**src/rtl/mprj_logic_high_seq.sv**
```systemverilog
// Staged tie-high driver for the user-project enable nets: raises WIDTH lines GROUP at a time,
// STEP_CYCLES apart, and lowers them in reverse order. Define MPRJ_LOGIC_LO_EN to add the LO port.
module mprj_logic_high_seq #(
    parameter int WIDTH       = 463,
    parameter int GROUP       = 64,
    parameter int STEP_CYCLES = 8,
    localparam int NG         = (WIDTH + GROUP - 1) / GROUP,
    localparam int LW         = $clog2(NG + 1)
) (
    input  logic             wb_clk_i,
    input  logic             wb_rst_i,
    input  logic             en,
    output logic [WIDTH-1:0] HI,
    output logic             done,
    output logic             busy,
    output logic [LW-1:0]    level
`ifdef MPRJ_LOGIC_LO_EN
    ,
    output logic [WIDTH-1:0] LO
`endif
);

    localparam int SW = (STEP_CYCLES > 1) ? $clog2(STEP_CYCLES) : 1;
    localparam logic [LW-1:0] GCNT_MAX  = LW'(NG);
    localparam logic [SW-1:0] SCNT_LAST = SW'(STEP_CYCLES - 1);

    typedef enum logic [1:0] {
        ST_OFF  = 2'd0,
        ST_UP   = 2'd1,
        ST_ON   = 2'd2,
        ST_DOWN = 2'd3
    } state_t;

    state_t          state_q, state_d;
    logic [LW-1:0]   gcnt_q, gcnt_d;
    logic [SW-1:0]   scnt_q, scnt_d;
    logic            done_q, busy_q;
    logic [LW-1:0]   gcnt_inc, gcnt_dec;
    logic [WIDTH-1:0] hi_d;

    assign gcnt_inc = gcnt_q + LW'(1);
    assign gcnt_dec = gcnt_q - LW'(1);

    // Every entry into UP or DOWN takes its first gcnt step on the same edge and restarts scnt.
    always_comb begin
        state_d = state_q;
        gcnt_d  = gcnt_q;
        scnt_d  = scnt_q;
        case (state_q)
            ST_OFF: begin
                scnt_d = '0;
                if (en) begin
                    gcnt_d  = LW'(1);
                    state_d = (NG == 1) ? ST_ON : ST_UP;
                end
            end
            ST_UP: begin
                if (!en) begin
                    gcnt_d  = gcnt_dec;
                    scnt_d  = '0;
                    state_d = (gcnt_dec == '0) ? ST_OFF : ST_DOWN;
                end else if (scnt_q == SCNT_LAST) begin
                    scnt_d = '0;
                    gcnt_d = gcnt_inc;
                    if (gcnt_inc == GCNT_MAX) begin
                        state_d = ST_ON;
                    end
                end else begin
                    scnt_d = scnt_q + SW'(1);
                end
            end
            ST_ON: begin
                scnt_d = '0;
                if (!en) begin
                    gcnt_d  = gcnt_dec;
                    state_d = (gcnt_dec == '0) ? ST_OFF : ST_DOWN;
                end
            end
            ST_DOWN: begin
                if (en) begin
                    gcnt_d  = gcnt_inc;
                    scnt_d  = '0;
                    state_d = (gcnt_inc == GCNT_MAX) ? ST_ON : ST_UP;
                end else if (scnt_q == SCNT_LAST) begin
                    scnt_d = '0;
                    gcnt_d = gcnt_dec;
                    if (gcnt_dec == '0) begin
                        state_d = ST_OFF;
                    end
                end else begin
                    scnt_d = scnt_q + SW'(1);
                end
            end
            default: begin
                state_d = ST_OFF;
                gcnt_d  = '0;
                scnt_d  = '0;
            end
        endcase
    end

    always_ff @(posedge wb_clk_i) begin
        if (wb_rst_i) begin
            state_q <= ST_OFF;
            gcnt_q  <= '0;
            scnt_q  <= '0;
            done_q  <= 1'b0;
            busy_q  <= 1'b0;
        end else begin
            state_q <= state_d;
            gcnt_q  <= gcnt_d;
            scnt_q  <= scnt_d;
            done_q  <= (state_d == ST_ON);
            busy_q  <= (state_d == ST_UP) || (state_d == ST_DOWN);
        end
    end

    // Line i belongs to group i/GROUP; the top group is naturally truncated at WIDTH-1.
    always_comb begin
        hi_d = '0;
        for (int i = 0; i < WIDTH; i++) begin
            hi_d[i] = ((i / GROUP) < int'(gcnt_q));
        end
    end

    assign HI    = hi_d;
    assign done  = done_q;
    assign busy  = busy_q;
    assign level = gcnt_q;

`ifdef MPRJ_LOGIC_LO_EN
    assign LO = ~hi_d;
`endif

endmodule
```
**config.mk**
```make
export PLATFORM = sky130hd
export DESIGN_NAME = mprj_logic_high_seq
export DESIGN_NICKNAME = d
export VERILOG_FILES = /design/src/rtl/mprj_logic_high_seq.sv
export SDC_FILE = /design/constraint.sdc
export NUM_CORES = 1
export LEC_CHECK = 0
export BUFFER_PORTS_ARGS = -buffer_cell sky130_fd_sc_hd__buf_2
export CAP_MARGIN = 5
export CORE_AREA = 2 2 183 185
export DETAILED_ROUTE_END_ITERATION = 8
export DIE_AREA = 0 0 185 187
export SYNTH_ARGS = -nofsm -noshare
export SYNTH_HDL_FRONTEND = slang
export SYNTH_SLANG_ARGS = --single-unit
```
**constraint.sdc**
```tcl
create_clock -name wb_clk_i -period 15.5 [get_ports wb_clk_i]
set_input_delay 1.55 -clock wb_clk_i [delete_from_list [all_inputs] [get_ports wb_clk_i]]
set_output_delay 1.55 -clock wb_clk_i [all_outputs]
set_load 0.005 [all_outputs]
```
==> results by group, run 1 <==
Synth
  • Synth Cell Area: 0.00423 sq mm
  • Synth top cells by count: buf_4, nor2_1, dfxtp_1, inv_1
  • Yosys cell types: 42
  • Area leader, netlist: buf_4
  • Primary FF master, synth: dfxtp_1
  • Post-synthesis sequential area ratio: 4.73%
  • Cells after Synth: 549
  • Most common cell in the netlist: buf_4
  • Synth area leaders: buf_4, dfxtp_1, ha_1
  • Post-synth EDFFs: 0
  • Syn Area/Cell: 7.71 sq um
  • Top cell type's share of synthesized area: 81.3%
  • Async SR Flop Fraction: 0%
  • Yosys warning total: 0
  • Yosys reg bits: 10
  • Syn_nets: 557

STA
  • RSZ-0062 raised after global routing: no
  • Fmax: 256 MHz
  • Aggregate negative setup slack: 0 ns
  • Final setup fails: 0
  • Clk_skew: 0.00294 ns
  • Hold Vio Cnt, Final: 0
  • WHS: 0.423 ns
  • Minimum clock period: 3.91 ns
  • Tcrit/Tclk final: 25.2%
  • Max-slew violation count: 0
  • Actual slew at the worst max-slew pin: 1.02 ns
  • Max_slew headroom: 32.0%

Detailed routing
  • Vias: 2630
  • # DRC: 0
  • Drt pass-1 iters: 4
  • Post-route ant nets: 0
  • WL/cell: 6.97 um
  • Via density: 2.59
  • Post-Route WL: 7.07 mm
  • DRT iter0 DRCs: 46

Job
  • MaxCap Viol Count: 0

CTS
  • Clock Tree Buf Depth: 2
  • Num CTS Buffers: 3
  • Root buffer cell: clkbuf_16
  • Post-CTS sizing: 0
  • TritonCTS clock tree: yes
  • Clock slew seen by the registers of the worst setup and hold paths: 0.04 ns
  • Worst-Skew Late Latency: 0.24 ns
  • Clock sinks: 10
  • CTS H-tree depth: 1
  • Post-CTS Hold Buffers: 0
  • Post-CTS Setup Bufs: 0

Die
  • Die width: 185 um
  • Initial Util: 12.9%
  • Row cnt: 67
  • Ports: 472
  • DIE AREA: 0.0346 sq mm
  • Area of the core: 0.0329 sq mm
  • Die Height: 187 um

Run status
  • Outcome: complete, no violations

Global routing
  • Grt total ovfl: 0
  • Total global-route track usage: 2.94%
  • Initial antenna violation count: 1
  • Pin count of the biggest net entering global routing: 65
  • Global-route wire length before repair: 8.08 mm
  • Vias in the first global route: 1366

Hold path
  • Hold WC Path Type: flip-flop to flip-flop
  • Hold path depth: 1
  • Hold Crit Start: scnt_q[0]

Critical path
  • Maximum fanout along the worst path: 64
  • Required time of the critical path: 13.95 ns
  • Crit Reg-Reg Startpoint: level[1]
  • Critical path class: flip-flop to output port
  • CP endpoint kind: output port
  • Origin of the worst setup path: level[1]
  • Crit-path slowest cell: o21ai_4
  • Worst EP arrival: 2.36 ns
  • Largest stage delay, worst path: 0.82 ns
  • Worst R2R Path Depth: 7
  • Crit-path cells: inv_1 > ha_1 > o21ai_4 > buf_2
  • CP Launch Type: flip-flop

Finish
  • Fraction of layout cells with a size suffix above 1: 86.8%
  • Fin nets: 576
  • Post-route insts no fill: 1015
  • ANT cells: 0
  • Area Overhead vs Synth: -9.67%

Power
  • Peak VDD IR: 0.0000475 V
  • Leakage power: 2.70 nW
  • PwrDens: 101 mW/mm^2

Place
  • Post-DP HPWL: 5.73 mm
  • Gpl congestion: 0.641
  • Placed insts: 1011
  • IO Port Bufs: 471
[sequential cells by signal (all words and copies together) (netlist names)]
name,cells
level,4
done,1
state_q,1
scnt_q,3
busy,1
[worst max-delay path, delay by kind of cell (launching register included)]
family                     cells  cell delay, ns
DFF                            1            0.54
AOI/OAI and AO/OA              1            0.82
adders and majority gates      1            0.33
buffers and inverters          2            0.40
[final timing paths]
check              endpoint  slack [ns]
setup / recovery     HI[66]       11.59
setup reg to reg       busy       13.40
hold / removal    scnt_q[0]        0.42
hold reg to reg   scnt_q[0]        0.42
[layer usage]
layer	up-vias	GRT usage, %	wire length [um]
met1	1082	3.38	2610
met5	-	0	13
met3	6	0.896	1240
met4	2	0.641	35
li1	1279	-	-
met2	261	5.30	3180
[stage by stage]
stage	setup WS [ns]	utilization, %	instance area (sq um)	total power, W
5_1_grt	11.25	11.6	3820	0.000429
3_3_place_gp	11.95	11.4	3730	0.000340
2_1_floorplan	9.22	-	4230	0.000454
4_1_cts	11.51	11.6	3820	0.000396
3_5_place_dp	11.78	11.4	3730	0.000344
6_report	11.59	11.6	3820	0.000386
[area by class of cell]
class | instances | area (sq um)
inverters | 6 | 22.5
flip-flops and latches | 10 | 200
clock buffers | 4 | 88.8
well taps | 448 | 561
repair buffers | 476 | 2390
multi-input cells | 71 | 556
fillers | 3834 | 29000
[layout by cell type (no fill, tap or decap), types with 2 or more instances in the layout]
cell type / synthesis / layout
dfxtp_1: 10 / 10
xor2_1: 2 / 2
a21oi_1: 5 / 5
nor3_1: 4 / 4
ha_1: 5 / 5
and3_1: 2 / 2
a21boi_0: 2 / 2
inv_1: 6 / 6
nand2b_1: 2 / 2
or3_1: 2 / 2
clkbuf_16: 0 / 3
buf_2: 3 / 471
or2_2: 2 / 2
nor2_1: 12 / 12
nand2_1: 4 / 4
a21o_1: 2 / 2
buf_4: 458 / 5
nand4_1: 2 / 2
[report_power, final]
| group | switching [W] | internal [W] | total, W |
|---|---|---|---|
| Combinational | 0.000151 | 0.000150 | 0.000302 |
| Sequential | 0.00000601 | 0.0000277 | 0.0000337 |
| Clock | 0.0000118 | 0.0000388 | 0.0000505 |
| Total | 0.000169 | 0.000217 | 0.000386 |
[cell families (layout without fill, tap and decap cells)]
| family | after synthesis | in the layout | share of synthesized area, % |
|---|---|---|---|
| buffers and inverters | 468 | 486 | 82.4 |
| muxes | 2 | 2 | 0.798 |
| and+or+nand+nor | 37 | 37 | 4.73 |
| xor gates and xnor gates | 4 | 4 | 1.27 |
| adders and majority gates | 5 | 5 | 1.48 |
| DFF | 10 | 10 | 4.73 |
| AOI/OAI and AO/OA | 23 | 23 | 4.58 |
(Power assumes the default switching activity.)
==> run 2, diff against run 1 <==
clock period = 3.8 ns   (was 15.5 ns; I/O delays follow)
==> results by group, run 2 (synthesized netlist as in run 1, its figures left out) <==
Run status
  • Outcome: complete, no violations

Critical path
  • Flop2flop setup slack: 1.70 ns (-11.70 ns)
  • Crit-path cells: inv_1 > ha_1 > o21ai_4 > buf_2
  • RR Endpoint: busy
  • Origin of the worst setup path: level[1]
  • Cell family with the largest share of critical-path delay: compound AO/OA/AOI/OAI gates
  • Largest stage delay, worst path: 0.81 ns (about the same)
  • CP bufs+invs: 2 (unchanged)
  • Maximum fanout along the worst path: 64 (unchanged)
  • Worst R2R Path Depth: 7 (unchanged)
  • Crit Reg-Reg Startpoint: level[1]
  • CP endpoint kind: output port
  • Required time of the critical path: 3.42 ns (-10.53 ns)
  • Crit-path slowest cell: o21ai_4
  • Worst EP arrival: 2.31 ns (-0.05 ns)
  • Critical path class: flip-flop to output port
  • CP Launch Type: flip-flop

CTS
  • CTS H-tree depth: 1 (unchanged)
  • Post-CTS Setup Bufs: 0 (unchanged)
  • Clock sinks: 10 (unchanged)
  • Root buffer cell: clkbuf_16
  • Worst-Skew Late Latency: 0.24 ns (about the same)
  • Clock Tree Buf Depth: 2 (unchanged)
  • TritonCTS clock tree: yes
  • Num CTS Buffers: 3 (unchanged)
  • Clock slew seen by the registers of the worst setup and hold paths: 0.04 ns (about the same)
  • Post-CTS sizing: 0 (unchanged)
  • Post-CTS Hold Buffers: 0 (unchanged)

Die
  • DIE AREA: 0.0346 sq mm (unchanged)
  • Die Height: 187 um (unchanged)
  • Area of the core: 0.0329 sq mm (unchanged)
  • Row cnt: 67 (unchanged)
  • Ports: 472 (unchanged)
  • Initial Util: 12.9% (unchanged)
  • Die width: 185 um (unchanged)

Finish
  • Area Overhead vs Synth: -9.99%
  • Fraction of layout cells with a size suffix above 1: 86.7% (about the same)
  • Final Util: 11.6% (-0.042 points)
  • Commonest non-fill, non-tap cells in the layout: buf_2, nor2_1, dfxtp_1
  • Max FFs per register: 4 (unchanged)
  • Fin nets: 576 (unchanged)
  • Post-route insts no fill: 1014 (-0.099%)
  • ANT cells: 0 (unchanged)
  • Most common cell after layout, fill and taps aside: buf_2
  • Fill cells: 3813 (-0.55%)

STA
  • Final setup fails: 0 (unchanged)
  • Max-slew violation count: 0 (unchanged)
  • Tcrit/Tclk final: 70.8%
  • Fmax: 371 MHz
  • Clk_skew: 0.00261 ns (-0.000333 ns)
  • WHS: 0.415 ns (-0.00822 ns)
  • Aggregate negative setup slack: 0 ns (unchanged)
  • RSZ-0062 raised after global routing: no
  • Hold Vio Cnt, Final: 0 (unchanged)
  • Actual slew at the worst max-slew pin: 1.00 ns (-0.0159 ns)
  • Minimum clock period: 2.69 ns
  • Max_slew headroom: 33.0% (+1.1 points)

Power
  • Peak VDD IR: 0.000154 V (+220%)
  • Leakage power: 2.69 nW (-0.27%)
  • PwrDens: 407 mW/mm^2 (+300%)

Detailed routing
  • WL/cell: 6.99 um (+0.27%)
  • Post-Route WL: 7.09 mm (+0.17%)
  • DRT iter0 DRCs: 34 (-26%)
  • Via density: 2.54 (-2.1%)
  • Vias: 2572 (-2.2%)
  • Drt pass-1 iters: 4 (unchanged)
  • # DRC: 0 (unchanged)
  • Post-route ant nets: 0 (unchanged)

Job
  • MaxCap Viol Count: 0 (unchanged)

Hold path
  • Hold worst-path end: level[3]
  • Hold WC Path Type: input port to flip-flop
  • Hold Crit Start: wb_rst_i
  • Hold path depth: 2 (+1)

Global routing
  • Grt total ovfl: 0 (unchanged)
  • Global-route wire length before repair: 7.89 mm (-2.4%)
  • Initial antenna violation count: 2 (+1)
  • Vias in the first global route: 1295 (-5.2%)
  • Total global-route track usage: 2.96% (+0.016 points)
  • Pin count of the biggest net entering global routing: 65 (unchanged)

Place
  • IO Port Bufs: 471 (unchanged)
  • Placed insts: 1011 (unchanged)
  • Post-DP HPWL: 5.73 mm (about the same)
  • Gpl congestion: 0.674 (+5.1%)
-- run 2: cell count changes in the layout (fill, tap and decap cells not counted) --
| cell | change |
|---|---|
| clkbuf_8 | -1 |
-- run 2: where the power goes --
part	switching [W]	internal (W)
Clock	0.0000492	0.000136
Combinational	0.000616	0.000613
Sequential	0.0000234	0.000113
Total	0.000688	0.000862
-- run 2: how the worst max path moves through the flow --
stage,cells past startpoint,to,slack (ns)
after floorplan,4,HI[100],0.02
after global placement,4,HI[76],1.42
after detailed placement,4,HI[122],1.28
after CTS,4,HI[122],1.03
after global routing,4,HI[118],0.77
final,4,HI[127],1.11
-- run 2: stage by stage --
step | cell area, sq um | power, W | worst slack [ns]
final | 3810 | 0.00155 | 1.11
after global placement | 3730 | 0.00139 | 1.42
after detailed placement | 3730 | 0.00140 | 1.28
after floorplan | 4230 | 0.00182 | 0.0231
after global routing | 3810 | 0.00173 | 0.774
after CTS | 3810 | 0.00159 | 1.03
-- run 2: final cells by class --
cell class	instances	area, sq um	area share (%)
Timing Repair Buffer	476	2390	62.9
Sequential cell	10	200	5.26
Tap cell	448	561	14.7
Inverter	6	22.5	0.591
Clock buffer	3	75.1	1.97
Multi-Input combinational cell	71	556	14.6
-- run 2: metal layers --
| metal | part of all wire (%) | up-vias | global-route usage [%] |
|---|---|---|---|
| met3 | 18 | 6 | 1.46 |
| met1 | 34 | 1041 | 2.95 |
| met4 | 0.45 | 2 | 0.458 |
| met2 | 47 | 250 | 5.55 |
| li1 | - | 1273 | - |
| met5 | 0.17 | - | 0 |
-- run 2: worst reg2reg max path: cells and delay by family (launching register included) --
kind / cells / cell delay, ns
compound gates: 4 / 0.71
flops: 1 / 0.54
buf+inv: 1 / 0.12
mux: 1 / 0.29
fa+ha+maj: 1 / 0.32
==> run 3, diff against run 2 <==
ABC_AREA = 1   (was unset)
CORE_AREA = 2 2 182 184   (was 2 2 183 185)
DIE_AREA = 0 0 184 186   (was 0 0 185 187)
clock period = 2.74 ns   (was 3.8 ns; I/O delays follow)
==> results by group, run 3 <==
Run status
  • Outcome: complete, no violations

Synth
  • Mux cell area share after synthesis: 0% (-0.80 points)
  • Yosys warning total: 0 (unchanged)
  • Yosys cell types: 23 (-45%)
  • Async SR Flop Fraction: 0% (unchanged)
  • Post-synthesis sequential area ratio: 4.76% (+0.032 points)
  • Post-Synth XOR/XNOR Area: 0% (-1.3 points)
  • Synth Cell Area: 0.00420 sq mm (-0.68%)
  • Most common cell in the netlist: buf_4
  • Post-synth EDFFs: 0 (unchanged)
  • Yosys reg bits: 10 (unchanged)
  • Synth Area in Compound Gates: 1.96% (-2.6 points)
  • Primary FF master, synth: dfxtp_1
  • Syn Area/Cell: 7.32 sq um (-5.0%)
  • Area leader, netlist: buf_4
  • Cells after Synth: 574 (+4.6%)
  • Largest family of logic cells by synthesized area: buffers and inverters
  • Synth area leaders: buf_4, dfxtp_1, nand2_1
  • Synth top cells by count: buf_4, nand2_1, inv_1, nand3_1, dfxtp_1
  • Simple-gate share of the synthesized area: 8.10% (+3.4 points)
  • Adder-Cell Fraction of Synth Area: 1.49% (+0.010 points)
  • Top cell type's share of synthesized area: 81.6% (+0.38 points)
  • Syn_nets: 582 (+4.5%)

Finish
  • Max FFs per register: 4 (unchanged)
  • Post-route insts no fill: 1009 (-0.49%)
  • Most common cell after layout, fill and taps aside: buf_2
  • Commonest non-fill, non-tap cells in the layout: buf_2, nand2_1, inv_1
  • Fraction of layout cells with a size suffix above 1: 83.2% (-3.6 points)
  • Fin nets: 609 (+5.7%)
  • Fill cells: 3722 (-2.4%)
  • Area Overhead vs Synth: -9.35%

STA
  • Max-slew violation count: 0 (unchanged)
  • Aggregate negative setup slack: 0 ns (unchanged)
  • RSZ-0062 raised after global routing: no
  • Clk_skew: 0.00389 ns (+0.00128 ns)
  • Fmax: 441 MHz
  • Tcrit/Tclk final: 82.8%
  • Minimum clock period: 2.27 ns
  • Hold Vio Cnt, Final: 0 (unchanged)
  • Final setup fails: 0 (unchanged)
  • Actual slew at the worst max-slew pin: 0.445 ns (-0.556 ns)
  • Max_slew headroom: 70.3% (+37 points)

CTS
  • Clock slew seen by the registers of the worst setup and hold paths: 0.04 ns (about the same)
  • Post-CTS Setup Bufs: 0 (unchanged)
  • Root buffer cell: clkbuf_16
  • CTS H-tree depth: 1 (unchanged)
  • Clock Tree Buf Depth: 2 (unchanged)
  • Num CTS Buffers: 3 (unchanged)
  • TritonCTS clock tree: yes
  • Post-CTS Hold Buffers: 0 (unchanged)
  • Clock sinks: 10 (unchanged)
  • Worst-Skew Late Latency: 0.24 ns (about the same)
  • Post-CTS sizing: 0 (unchanged)

Power
  • Peak VDD IR: 0.000278 V (+80%)
  • Power, Total: 0.00339 W (+120%)
  • PwrDens: 889 mW/mm^2 (+120%)
  • Leakage power: 2.70 nW (+0.26%)

Critical path
  • Maximum fanout along the worst path: 37 (-42%)
  • Worst EP arrival: 2.00 ns (-0.31 ns)
  • Cell family with the largest share of critical-path delay: buffers and inverters
  • Critical path class: flip-flop to output port
  • Required time of the critical path: 2.47 ns (-0.95 ns)
  • Crit-path slowest cell: dfxtp_1
  • Largest stage delay, worst path: 0.45 ns (-0.36 ns)
  • CP Launch Type: flip-flop
  • CP bufs+invs: 3 (+1)
  • Crit-path cells: inv_1 > ha_1 > o21ai_4 > buf_4 > buf_2
  • CP endpoint kind: output port

Die
  • Die Height: 186 um (-0.53%)
  • Area of the core: 0.0322 sq mm (-2.0%)
  • Initial Util: 13.0% (+0.17 points)
  • Die width: 184 um (-0.54%)
  • Ports: 472 (unchanged)
  • DIE AREA: 0.0342 sq mm (-1.1%)
  • Row cnt: 66 (-1.5%)

Detailed routing
  • Post-Route WL: 7.53 mm (+6.2%)
  • Drt pass-1 iters: 4 (unchanged)
  • Vias: 2657 (+3.3%)
  • Post-route ant nets: 0 (unchanged)
  • Via density: 2.63 (+3.8%)
  • # DRC: 0 (unchanged)
  • DRT iter0 DRCs: 36 (+5.9%)
  • WL/cell: 7.46 um (+6.7%)

Place
  • IO Port Bufs: 471 (unchanged)
  • Post-DP HPWL: 6.24 mm (+8.9%)
  • Placed insts: 1004 (-0.69%)
  • Gpl congestion: 0.691 (+2.6%)

Job
  • MaxCap Viol Count: 0 (unchanged)

Global routing
  • Pin count of the biggest net entering global routing: 65 (unchanged)
  • Total global-route track usage: 3.08% (+0.13 points)
  • Grt total ovfl: 0 (unchanged)
  • Global-route wire length before repair: 7.99 mm (+1.3%)
  • Initial antenna violation count: 1 (-1)
  • Vias in the first global route: 1396 (+7.8%)

Hold path
  • Hold WC Path Type: input port to flip-flop
run 3: changes by cell type after synthesis, moves of 4 or more:
| cell | change |
|---|---|
| a21oi_1 | +4 |
| inv_1 | +11 |
| nand2_1 | +25 |
| nand3_1 | +13 |
| nor2_1 | -4 |
run 3: worst register-to-register path: stages (launching register included):
cell and delay (ns):
dfxtp_1 0.37, inv_1 0.19, ha_1 0.29, inv_1 0.07, nand2_1 0.09, nand3_1 0.14
nor2_1 0.14, nand2_1 0.07, nand2_1 0.06, nand2_1 0.04, nand2_1 0.06, nand3_1 0.08
nand2_1 0.10, inv_1 0.04
run 3: path summary, 6_finish.rpt:
path | from | endpoint | slack (ns) | cells past startpoint
hold / removal | wb_rst_i | scnt_q[0] | 0.27 | 2
hold reg to reg | scnt_q[0] | scnt_q[0] | 0.43 | 1
setup / recovery | level[1] | HI[89] | 0.47 | 5
setup reg to reg | level[1] | state_q[1] | 0.90 | 13
run 3: logic make-up (layout without fill, tap and decap cells):
group,after synthesis,in the layout
buffers and inverters,478,504
DFF,10,10
AOI/OAI and AO/OA,16,16
and+or+nand+nor,65,65
other,0,1
adders and majority gates,5,5
run 3: layout make-up:
class | count | area (sq um) | area share [%]
multi-input combinational | 86 | 508 | 13.3
antenna | 1 | 2.50 | 0.0657
sequential | 10 | 200 | 5.25
inverter | 20 | 75.1 | 1.97
timing repair buffer | 480 | 2420 | 63.6
tap | 408 | 510 | 13.4
clock buffer | 4 | 88.8 | 2.33
run 3: power by group:
group | total [W] | switching (W) | leakage, nW | internal [W]
Sequential | 0.000196 | 0.0000311 | 0.0820 | 0.000165
Clock | 0.000287 | 0.0000677 | 0.0442 | 0.000219
Combinational | 0.00290 | 0.00149 | 2.57 | 0.00142
Total | 0.00339 | 0.00159 | 2.70 | 0.00180
run 3: through the flow:
stage               setup slack [ns]  utilization (%)  hold slack, ns  area [sq um]
floorplan                     0.0940                -           0.346          4210
global placement               0.777             11.5           0.414          3720
detailed placement             0.667             11.5           0.422          3720
CTS                            0.410             11.8           0.273          3810
global route                   0.269             11.8           0.284          3810
finish                         0.471             11.8           0.269          3810
run 3: layer usage:
metal  global-route usage [%]  part of all wire (%)  vias to the layer above  routed length, um
li1                         -                     -                     1345                  -
met1                     3.39                    36                     1061               2720
met2                     5.78                    50                      245               3730
met3                    0.352                    13                        6                963
met4                     1.66                   1.5                        0                111
met5                        0                     0                        -                  0
